<file path="config.mk">
export PLATFORM = sky130hd
export DESIGN_NAME = data_loader
export DESIGN_NICKNAME = d
export VERILOG_FILES = /design/src/rtl/data_loader.sv
export SDC_FILE = /design/constraint.sdc
export NUM_CORES = 1
export LEC_CHECK = 0
export ABC_AREA = 1
export CORE_MARGIN = 3
export CORE_UTILIZATION = 50
export DETAILED_ROUTE_END_ITERATION = 10
export PLACE_DENSITY = 0.78
export SLEW_MARGIN = 5
export SYNTH_ARGS = -nofsm -noshare
export SYNTH_HDL_FRONTEND = slang
export SYNTH_SLANG_ARGS = --single-unit
export TNS_END_PERCENT = 5
</file>
<file path="constraint.sdc">
create_clock -name clock -period 2.44 [get_ports clock]
set_input_delay 0.488 -clock clock [delete_from_list [all_inputs] [get_ports clock]]
set_output_delay 0.488 -clock clock [all_outputs]
set_load 0.01 [all_outputs]
</file>
<file path="src/rtl/data_loader.sv">
// Bit-serial word entry stage: the operator keys in an nBits word one bit per step press,
// then the block drives the counter's start/ready handshake. Optional macro: DATA_LOADER_DEBOUNCE_EN.
module data_loader #(
    parameter int nBits        = 8,
    parameter int debounceBits = 20,
    parameter int holdBits     = 26
) (
    input  logic             clock,
    input  logic             reset,
    input  logic             bitIn,
    input  logic             stepBtn,
    input  logic             clearBtn,
    input  logic             ready,
    output logic             start,
    output logic [nBits-1:0] dataOut,
    output logic [3:0]       bitCount,
    output logic             loading,
    output logic             done
);

    typedef enum logic [1:0] {S_LOAD, S_REQ, S_WAIT, S_DONE} state_t;

    localparam logic [3:0] FULL = 4'(nBits);

    state_t              state_q, state_d;
    logic [nBits-1:0]    data_q, data_d;
    logic [3:0]          cnt_q, cnt_d;
    logic [holdBits-1:0] hold_q, hold_d;
    logic                seen_q, seen_d;
    logic                start_q, loading_q, done_q;

    logic [1:0] stepSync_q, clearSync_q, bitSync_q, readySync_q;
    logic       stepPrev_q, clearPrev_q;
    logic       stepLvl, clearLvl, stepPulse, clearPulse, bitInSync, readySync;

    always_ff @(posedge clock or negedge reset) begin
        if (!reset) begin
            stepSync_q  <= '0;
            clearSync_q <= '0;
            bitSync_q   <= '0;
            readySync_q <= '0;
        end else begin
            stepSync_q  <= {stepSync_q[0], stepBtn};
            clearSync_q <= {clearSync_q[0], clearBtn};
            bitSync_q   <= {bitSync_q[0], bitIn};
            readySync_q <= {readySync_q[0], ready};
        end
    end

    assign bitInSync = bitSync_q[1];
    assign readySync = readySync_q[1];

`ifdef DATA_LOADER_DEBOUNCE_EN
    logic                    stepLvl_q, clearLvl_q;
    logic [debounceBits-1:0] stepCnt_q, clearCnt_q;

    // A level is accepted only after it has differed from the held level for 2^debounceBits samples.
    always_ff @(posedge clock or negedge reset) begin
        if (!reset) begin
            stepLvl_q  <= 1'b0;
            clearLvl_q <= 1'b0;
            stepCnt_q  <= '0;
            clearCnt_q <= '0;
        end else begin
            if (stepSync_q[1] == stepLvl_q) begin
                stepCnt_q <= '0;
            end else if (&stepCnt_q) begin
                stepLvl_q <= stepSync_q[1];
                stepCnt_q <= '0;
            end else begin
                stepCnt_q <= stepCnt_q + 1'b1;
            end
            if (clearSync_q[1] == clearLvl_q) begin
                clearCnt_q <= '0;
            end else if (&clearCnt_q) begin
                clearLvl_q <= clearSync_q[1];
                clearCnt_q <= '0;
            end else begin
                clearCnt_q <= clearCnt_q + 1'b1;
            end
        end
    end

    assign stepLvl  = stepLvl_q;
    assign clearLvl = clearLvl_q;
`else
    assign stepLvl  = stepSync_q[1];
    assign clearLvl = clearSync_q[1];
`endif

    always_ff @(posedge clock or negedge reset) begin
        if (!reset) begin
            stepPrev_q  <= 1'b0;
            clearPrev_q <= 1'b0;
        end else begin
            stepPrev_q  <= stepLvl;
            clearPrev_q <= clearLvl;
        end
    end

    assign stepPulse  = stepLvl & ~stepPrev_q;
    assign clearPulse = clearLvl & ~clearPrev_q;

    always_comb begin
        state_d = state_q;
        data_d  = data_q;
        cnt_d   = cnt_q;
        hold_d  = '0;
        seen_d  = 1'b0;
        case (state_q)
            S_LOAD: begin
                if (cnt_q == FULL) begin
                    state_d = S_REQ;
                end else if (stepPulse) begin
                    data_d = {data_q[nBits-2:0], bitInSync};
                    cnt_d  = cnt_q + 4'd1;
                end
            end
            S_REQ: begin
                seen_d = seen_q | ~readySync;
                if (&hold_q) begin
                    state_d = S_WAIT;
                end else begin
                    hold_d = hold_q + 1'b1;
                end
            end
            S_WAIT: begin
                seen_d = seen_q | ~readySync;
                if (readySync && seen_q) begin
                    state_d = S_DONE;
                end
            end
            S_DONE: begin
                if (stepPulse) begin
                    state_d = S_LOAD;
                    data_d  = '0;
                    cnt_d   = '0;
                end
            end
            default: state_d = S_LOAD;
        endcase
        // Clear overrides everything, including a step arriving on the same clock.
        if (clearPulse) begin
            state_d = S_LOAD;
            data_d  = '0;
            cnt_d   = '0;
            hold_d  = '0;
            seen_d  = 1'b0;
        end
    end

    always_ff @(posedge clock or negedge reset) begin
        if (!reset) begin
            state_q   <= S_LOAD;
            data_q    <= '0;
            cnt_q     <= '0;
            hold_q    <= '0;
            seen_q    <= 1'b0;
            start_q   <= 1'b0;
            loading_q <= 1'b1;
            done_q    <= 1'b0;
        end else begin
            state_q   <= state_d;
            data_q    <= data_d;
            cnt_q     <= cnt_d;
            hold_q    <= hold_d;
            seen_q    <= seen_d;
            start_q   <= (state_d == S_REQ);
            loading_q <= (state_d == S_LOAD);
            done_q    <= (state_d == S_DONE);
        end
    end

    assign start    = start_q;
    assign dataOut  = data_q;
    assign bitCount = cnt_q;
    assign loading  = loading_q;
    assign done     = done_q;

endmodule

</file>
==> run metrics, run 1 <==
final clock skew=0.01101 ns; area of all placed cells without fillers=0.002945 mm^2; critical path startpoint category=flop; required time at the worst-slack endpoint=1.95 ns; shortest period the worst path allows=1.854 ns; count leader, synth=sky130_fd_sc_hd__dfrtp_1; clock edge transition at the registers on the reported setup and hold paths=0.10 ns; number of antenna violations at the first check in global routing=0; height of the die=77.71 um; final net count=319; initial standard-cell utilization of the core=53.03%; count of inserted antenna diode cells=0; share of the clock period used by the worst path=75.98%; area fraction of the dominant cell type after synthesis=51.58%; number of failing hold endpoints at the final stage=0; DPL Wire Length=3319 um; part of the Yosys area used for sequential elements=52.60%; synthesis warning total=0; cell type with the largest total area after synthesis=sky130_fd_sc_hd__dfrtp_1; H-tree level count=2; library cell contributing the largest single delay on the critical path=sky130_fd_sc_hd__dfstp_2; Filler Cells Inserted=406; Largest delay share family, worst path=flip-flops; final wirelength=4491 um; routed length per instance=12.01 um; path category of the worst min-delay check=in -> async; cell types with the largest area share after synthesis=sky130_fd_sc_hd__dfrtp_1 52%, sky130_fd_sc_hd__nand2_1 6.7%, sky130_fd_sc_hd__inv_1 6.0%; TritonCTS clock tree=yes; number of synthesized register bits=54; EDFF count, synth=0; slew at the pin closest to its max-slew limit=0.6624 ns; worst ir drop on vdd=0.0003898 V; core area=0.004848 mm^2; worst rel slew slack=55.84%; number of routed nets with antenna violations=0; share of layout cells above drive strength 1=13.03%; routability congestion estimate from global placement=0.7930; Netlist cell types=32; vias in the first global route=1842; Setup TNS Final=0 ns; first-pass GRT wire length=8307 um; WP depth=1; hold buffers post-CTS=0; predominant post-synthesis flop cell=sky130_fd_sc_hd__dfrtp_1; buffers and inverters on the worst path=1; final-report max-slew violation count=0; nets in the synthesized netlist=292; initial DRC count=67; Cells after Synth=279; Resize count post-CTS=0; depth of the worst register-to-register path=9; maximum number of pins on one net before global-route repair=55; area of the die=0.006039 mm^2; data arrival time of the worst path=1.37 ns; vias per std cell=4.864; crit end category=output port; kind of critical path=reg -> out; Congestion Overflow GR=0; buffers added on ports=20; Lkg Pwr=1.309 nW; ports placed on the boundary=21; Max Cap Viol=0; Post-synth top cells=53 x sky130_fd_sc_hd__dfrtp_1, 46 x sky130_fd_sc_hd__nand2_1, 41 x sky130_fd_sc_hd__inv_1, 34 x sky130_fd_sc_hd__nor2_1, 13 x sky130_fd_sc_hd__o21ai_0; post-synthesis instance area=0.002571 mm^2; CP Cell Sequence=clkdlybuf4s50_1; CTS Buf Count=5; Worst-Skew Late Latency=0.32 ns; cell chosen for the clock root=sky130_fd_sc_hd__clkbuf_8; placed inst area=0.002850 mm^2; result of the run=finished, final reports clean; number of iterations in the first detailed-routing pass=4; average cell area after synthesis=9.216 um^2; total number of vias=1819; Area Growth Syn to Fin=14.55%; maximum count of clock buffers along a single path=2; row count=25; Power per Cell Area=646.9 mW/mm^2; width of the die=77.71 um; crit path max fanout=1; final setup violating endpoints=0; Max Clock Freq=539.4 MHz; Post CTS Setup Buffer Count=0; Slowest Stage Delay on Critical Path=0.53 ns; drt drc=0; setup repair after global routing missed its margin=no; fraction of synthesis flops using an asynchronous set or reset pin=100.0%; Num Clock Sinks=54; Total GRT Usage=17.47%
[report_power, final]
part | internal (mW) | total (mW) | switching, mW | leakage [nW]
combinational | 0.157 | 0.378 | 0.221 | 0.536
clock | 0.212 | 0.522 | 0.310 | 0.0491
sequential | 0.959 | 1.01 | 0.0466 | 0.723
[per-layer routing]
| layer | global-route usage [%] | up-vias | share of wire [%] |
|---|---|---|---|
| met1 | 22.33 | 854 | 47 |
| met3 | 4.176 | 5 | 2.7 |
| met2 | 28.51 | 18 | 48 |
| li1 | - | 942 | - |
| met4 | 6.940 | 0 | 1.7 |
| met5 | 0 | - | 0 |
[logic make-up after synthesis]
| logic type | Yosys count | share of synthesized area (%) |
|---|---|---|
| compound gates | 33 | 7.251 |
| xor+xnor | 11 | 3.747 |
| fa+ha+maj | 7 | 3.406 |
| buf+inv | 44 | 6.570 |
| flops | 54 | 52.60 |
| simple gates | 130 | 26.42 |
[state kept, by name (all words and copies together) (netlist names)]
name / count
state_q: 2
stepPrev_q: 1
seen_q: 1
bitSync_q: 2
loading: 1
done: 1
hold_q: 26
bitCount: 4
dataOut: 8
stepSync_q: 2
start: 1
clearPrev_q: 1
readySync_q: 2
clearSync_q: 2
[cell usage in the layout, fill, tap and decap left out]
cell type                          n
sky130_fd_sc_hd__dfrtp_1          53
sky130_fd_sc_hd__nand2_1          46
sky130_fd_sc_hd__inv_1            41
sky130_fd_sc_hd__nor2_1           34
sky130_fd_sc_hd__clkdlybuf4s50_1  19
sky130_fd_sc_hd__o21ai_0          13
sky130_fd_sc_hd__a21oi_1          10
sky130_fd_sc_hd__nor3_1            9
sky130_fd_sc_hd__nand2_2           8
sky130_fd_sc_hd__nand4_1           7
sky130_fd_sc_hd__xor2_1            7
sky130_fd_sc_hd__ha_1              7
sky130_fd_sc_hd__nor2_4            6
sky130_fd_sc_hd__o22ai_1           6
sky130_fd_sc_hd__nand3_1           5
sky130_fd_sc_hd__clkbuf_8          5
sky130_fd_sc_hd__xnor2_1           4
sky130_fd_sc_hd__nor2_2            3
sky130_fd_sc_hd__nand3_2           2
sky130_fd_sc_hd__inv_2             2
sky130_fd_sc_hd__nor3_2            2
sky130_fd_sc_hd__nor3b_1           2
sky130_fd_sc_hd__inv_6             2
sky130_fd_sc_hd__nand2_4           1
sky130_fd_sc_hd__nor2_8            1
sky130_fd_sc_hd__or2_2             1
sky130_fd_sc_hd__a21boi_0          1
sky130_fd_sc_hd__nand3_4           1
sky130_fd_sc_hd__nor4_1            1
sky130_fd_sc_hd__nor3b_2           1
sky130_fd_sc_hd__a211oi_1          1
sky130_fd_sc_hd__o21a_1            1
sky130_fd_sc_hd__o21bai_2          1
sky130_fd_sc_hd__clkinv_4          1
sky130_fd_sc_hd__buf_2             1
sky130_fd_sc_hd__dfstp_2           1
sky130_fd_sc_hd__buf_4             1
[stage by stage]
stage | worst slack [ns] | total power [mW] | util (%) | instances | hold WS, ns
3_5_place_dp | 0.6542 | 1.401 | 58.79 | 366 | 0.3347
5_1_grt | 0.4042 | 2.032 | 60.75 | 374 | 0.3294
3_3_place_gp | 0.7531 | 1.389 | 58.79 | 366 | 0.3345
2_1_floorplan | 0.9142 | 1.252 | - | 279 | 0.1924
4_1_cts | 0.5752 | 1.924 | 60.75 | 374 | 0.3015
6_report | 0.5861 | 1.905 | 60.75 | 374 | 0.2735
[layout make-up]
type                       instances  area (um^2)  share of cell area (%)
multi-input combinational        181         1050                   35.64
clock buffer                       5        68.82                   2.336
clock inverter                     3        26.28                  0.8921
inverter                          43        161.4                   5.480
tap                               67        83.83                   2.846
sequential                        54         1353                   45.92
timing repair buffer              21        202.7                   6.882
[final timing paths]
path	startpoint	to	slack (ns)
hold / removal	reset	hold_q[22]	0.27
setup reg to reg	state_q[0]	bitCount[2]	0.62
setup / recovery	loading	loading	0.59
max in group asynchronous	reset	hold_q[12]	1.71
min in group clock	clearSync_q[0]	clearSync_q[1]	0.36
hold reg to reg	clearSync_q[0]	clearSync_q[1]	0.36
Power figures use the tool's default switching activity.
==> run 2: changes to the inputs <==
PLACE_DENSITY = 0.81   (was 0.78)
clock period = 1.6 ns   (was 2.44 ns; I/O delays follow)
==> run 2 against run 1 <==
  * Register-to-register slack got worse by 0.64 ns
  * Wire length increased by 15%
  * Critical endpoint is now hold_q[22]
  * The flow now finishes with violations (setup timing)
  * Critical path type is now reg -> reg
  * Core utilization increased by 4.9 points
==> run metrics, run 2 (synthesized netlist as in run 1, its figures left out) <==
result of the run=finished with violations; violations in the final reports=setup timing; maximum count of clock buffers along a single path=2; shortest period the worst path allows=1.620 ns; Psw=0.9579 mW; Lkg Pwr=1.475 nW; critical path startpoint category=flop; number of failing hold endpoints at the final stage=0; Filler Cells Inserted=366; pre-CTS setup slack=-0.02323 ns; total number of vias=1966; switching portion of total power=31.16%; Area Growth Syn to Fin=23.84%; core area=0.004848 mm^2; cell chosen for the clock root=sky130_fd_sc_hd__clkbuf_8; DP Cell Count=378; clock edge transition at the registers on the reported setup and hold paths=0.11 ns; Worst R2R Setup Slack=-0.02 ns; share of layout cells above drive strength 1=22.09%; Max Clock Freq=617.2 MHz; Congestion Overflow GR=0; kind of critical path=reg -> reg; DPL Wire Length=3639 um; share of power burned in combinational logic=24.3%; ports placed on the boundary=21; path category of the worst min-delay check=reg -> reg; crit path max fanout=4; number of antenna violations at the first check in global routing=0; drt drc=0; routed length per instance=13.09 um; initial standard-cell utilization of the core=53.03%; Total GRT Usage=17.68%; setup repair after global routing missed its margin=yes; buffers added on ports=20; worst rel slew slack=77.88%; first-pass GRT wire length=8404 um; Worst-Skew Late Latency=0.32 ns; count of inserted antenna diode cells=0; final-report max-slew violation count=0; row count=25; final setup violating endpoints=1; Final Worst Setup Slack=-0.02015 ns; share of the clock period used by the worst path=101.3%; height of the die=77.71 um; vias in the first global route=1889; leading cell types in the layout, fill and taps excluded=52 x sky130_fd_sc_hd__dfrtp_1, 41 x sky130_fd_sc_hd__inv_1, 39 x sky130_fd_sc_hd__nand2_1, 32 x sky130_fd_sc_hd__nor2_1, 17 x sky130_fd_sc_hd__buf_4; final net count=338; Num Clock Sinks=54; Power per Cell Area=965.5 mW/mm^2; area taken by flip-flops and latches=0.001354 mm^2; data arrival time of the worst path=1.84 ns; multi-input gate area in the final layout=0.001125 mm^2; TritonCTS clock tree=yes; number of iterations in the first detailed-routing pass=4; non-filler instance count after layout=393; clock network power share=26.5%; maximum number of pins on one net before global-route repair=34; initial DRC count=117; most common library cell in the layout ignoring fill and taps=sky130_fd_sc_hd__dfrtp_1; register with the highest flop count=hold_q; total internal power=2.116 mW; flip-flop count of the largest register, all copies and words added=26; CTS Buf Count=5; required time at the worst-slack endpoint=1.82 ns; slew at the pin closest to its max-slew limit=0.3288 ns; Max Cap Viol=0; H-tree level count=2; final wirelength=5144 um; width of the die=77.71 um; number of routed nets with antenna violations=0; crit end category=flop; vias per std cell=5.003; worst ir drop on vdd=0.0007548 V; final clock skew=0.007902 ns; area of the die=0.006039 mm^2; routability congestion estimate from global placement=0.8668; Seq pwr share=49.2%
run 2: changes by cell type in the layout (fill, tap and decap cells not counted), sizes merged:
| cell | before | now |
|---|---|---|
| clkdlybuf4s50 | 19 | 13 |
| dlygate4sd2 | 0 | 5 |
| dlygate4sd3 | 0 | 1 |
| dlymetal6s2s | 0 | 1 |
| buf | 2 | 20 |
run 2: final timing paths:
path,startpoint,endpoint,cells past startpoint
worst max-delay path,hold_q[1],hold_q[22],7
worst min-delay path,stepSync_q[0],stepSync_q[1],0
worst max register to register,hold_q[1],hold_q[22],7
worst min register to register,stepSync_q[0],stepSync_q[1],0
max in group asynchronous,reset,loading,3
min in group asynchronous,reset,dataOut[5],2
run 2: cell type report:
cell class              instances  share of cell area [%]
flip-flops and latches         54                   42.51
multi-input cells             181                   35.32
repair buffers                 40                   11.32
inverters                      43                   5.147
well taps                      67                   2.633
clock buffers                   5                   2.161
clock inverters                 3                  0.9037
run 2: through the flow:
step / TNS, ns / total power [mW] / area (um^2) / hold WS [ns] / util [%]
after floorplan: 0 / 1.909 / 2571 / 0.02441 / -
after global placement: 0 / 2.173 / 2953 / 0.1989 / 60.90
after detailed placement: -0.08911 / 2.196 / 2953 / 0.2002 / 60.90
after CTS: -0.1105 / 2.993 / 3067 / 0.3593 / 63.25
after global routing: -1.786 / 3.244 / 3184 / 0.3650 / 65.68
final: -0.02015 / 3.074 / 3184 / 0.3570 / 65.68
run 2: power groups by stage:
stage               Sequential (mW)  Clock [mW]  Combinational, mW
finish                         1.51       0.814              0.749
global route                   1.53       0.896              0.823
CTS                            1.52       0.837              0.641
detailed placement             1.54           0              0.652
global placement               1.54           0              0.638
floorplan                      1.57           0              0.337
run 2: routing by layer:
layer	up-vias	wire [um]	global-route usage, %	part of all wire (%)
met2	38	2571	29.79	50
met5	-	0	0	0
met1	935	2296	22.08	45
met3	9	181	3.480	3.5
met4	0	94	7.473	1.8
li1	984	-	-	-
run 2: what timing repair did:
action,in CTS,in global routing
setup buffers,0,6
hold buffers,1,0
setup endpoints to repair,24,42
gates cloned,0,0
hold endpoints to repair,9,0
gates resized for setup,9,21
pin swaps,0,6
run 2: critical path, stage by stage, from the launching register on:
cell and delay, ns:
sky130_fd_sc_hd__dfrtp_1 0.39, sky130_fd_sc_hd__ha_2 0.19, sky130_fd_sc_hd__nand2_2 0.07, sky130_fd_sc_hd__nor2_4 0.14, sky130_fd_sc_hd__nand4_1 0.22, sky130_fd_sc_hd__nor2_2 0.25, sky130_fd_sc_hd__nand3_1 0.09, sky130_fd_sc_hd__nor3b_2 0.16
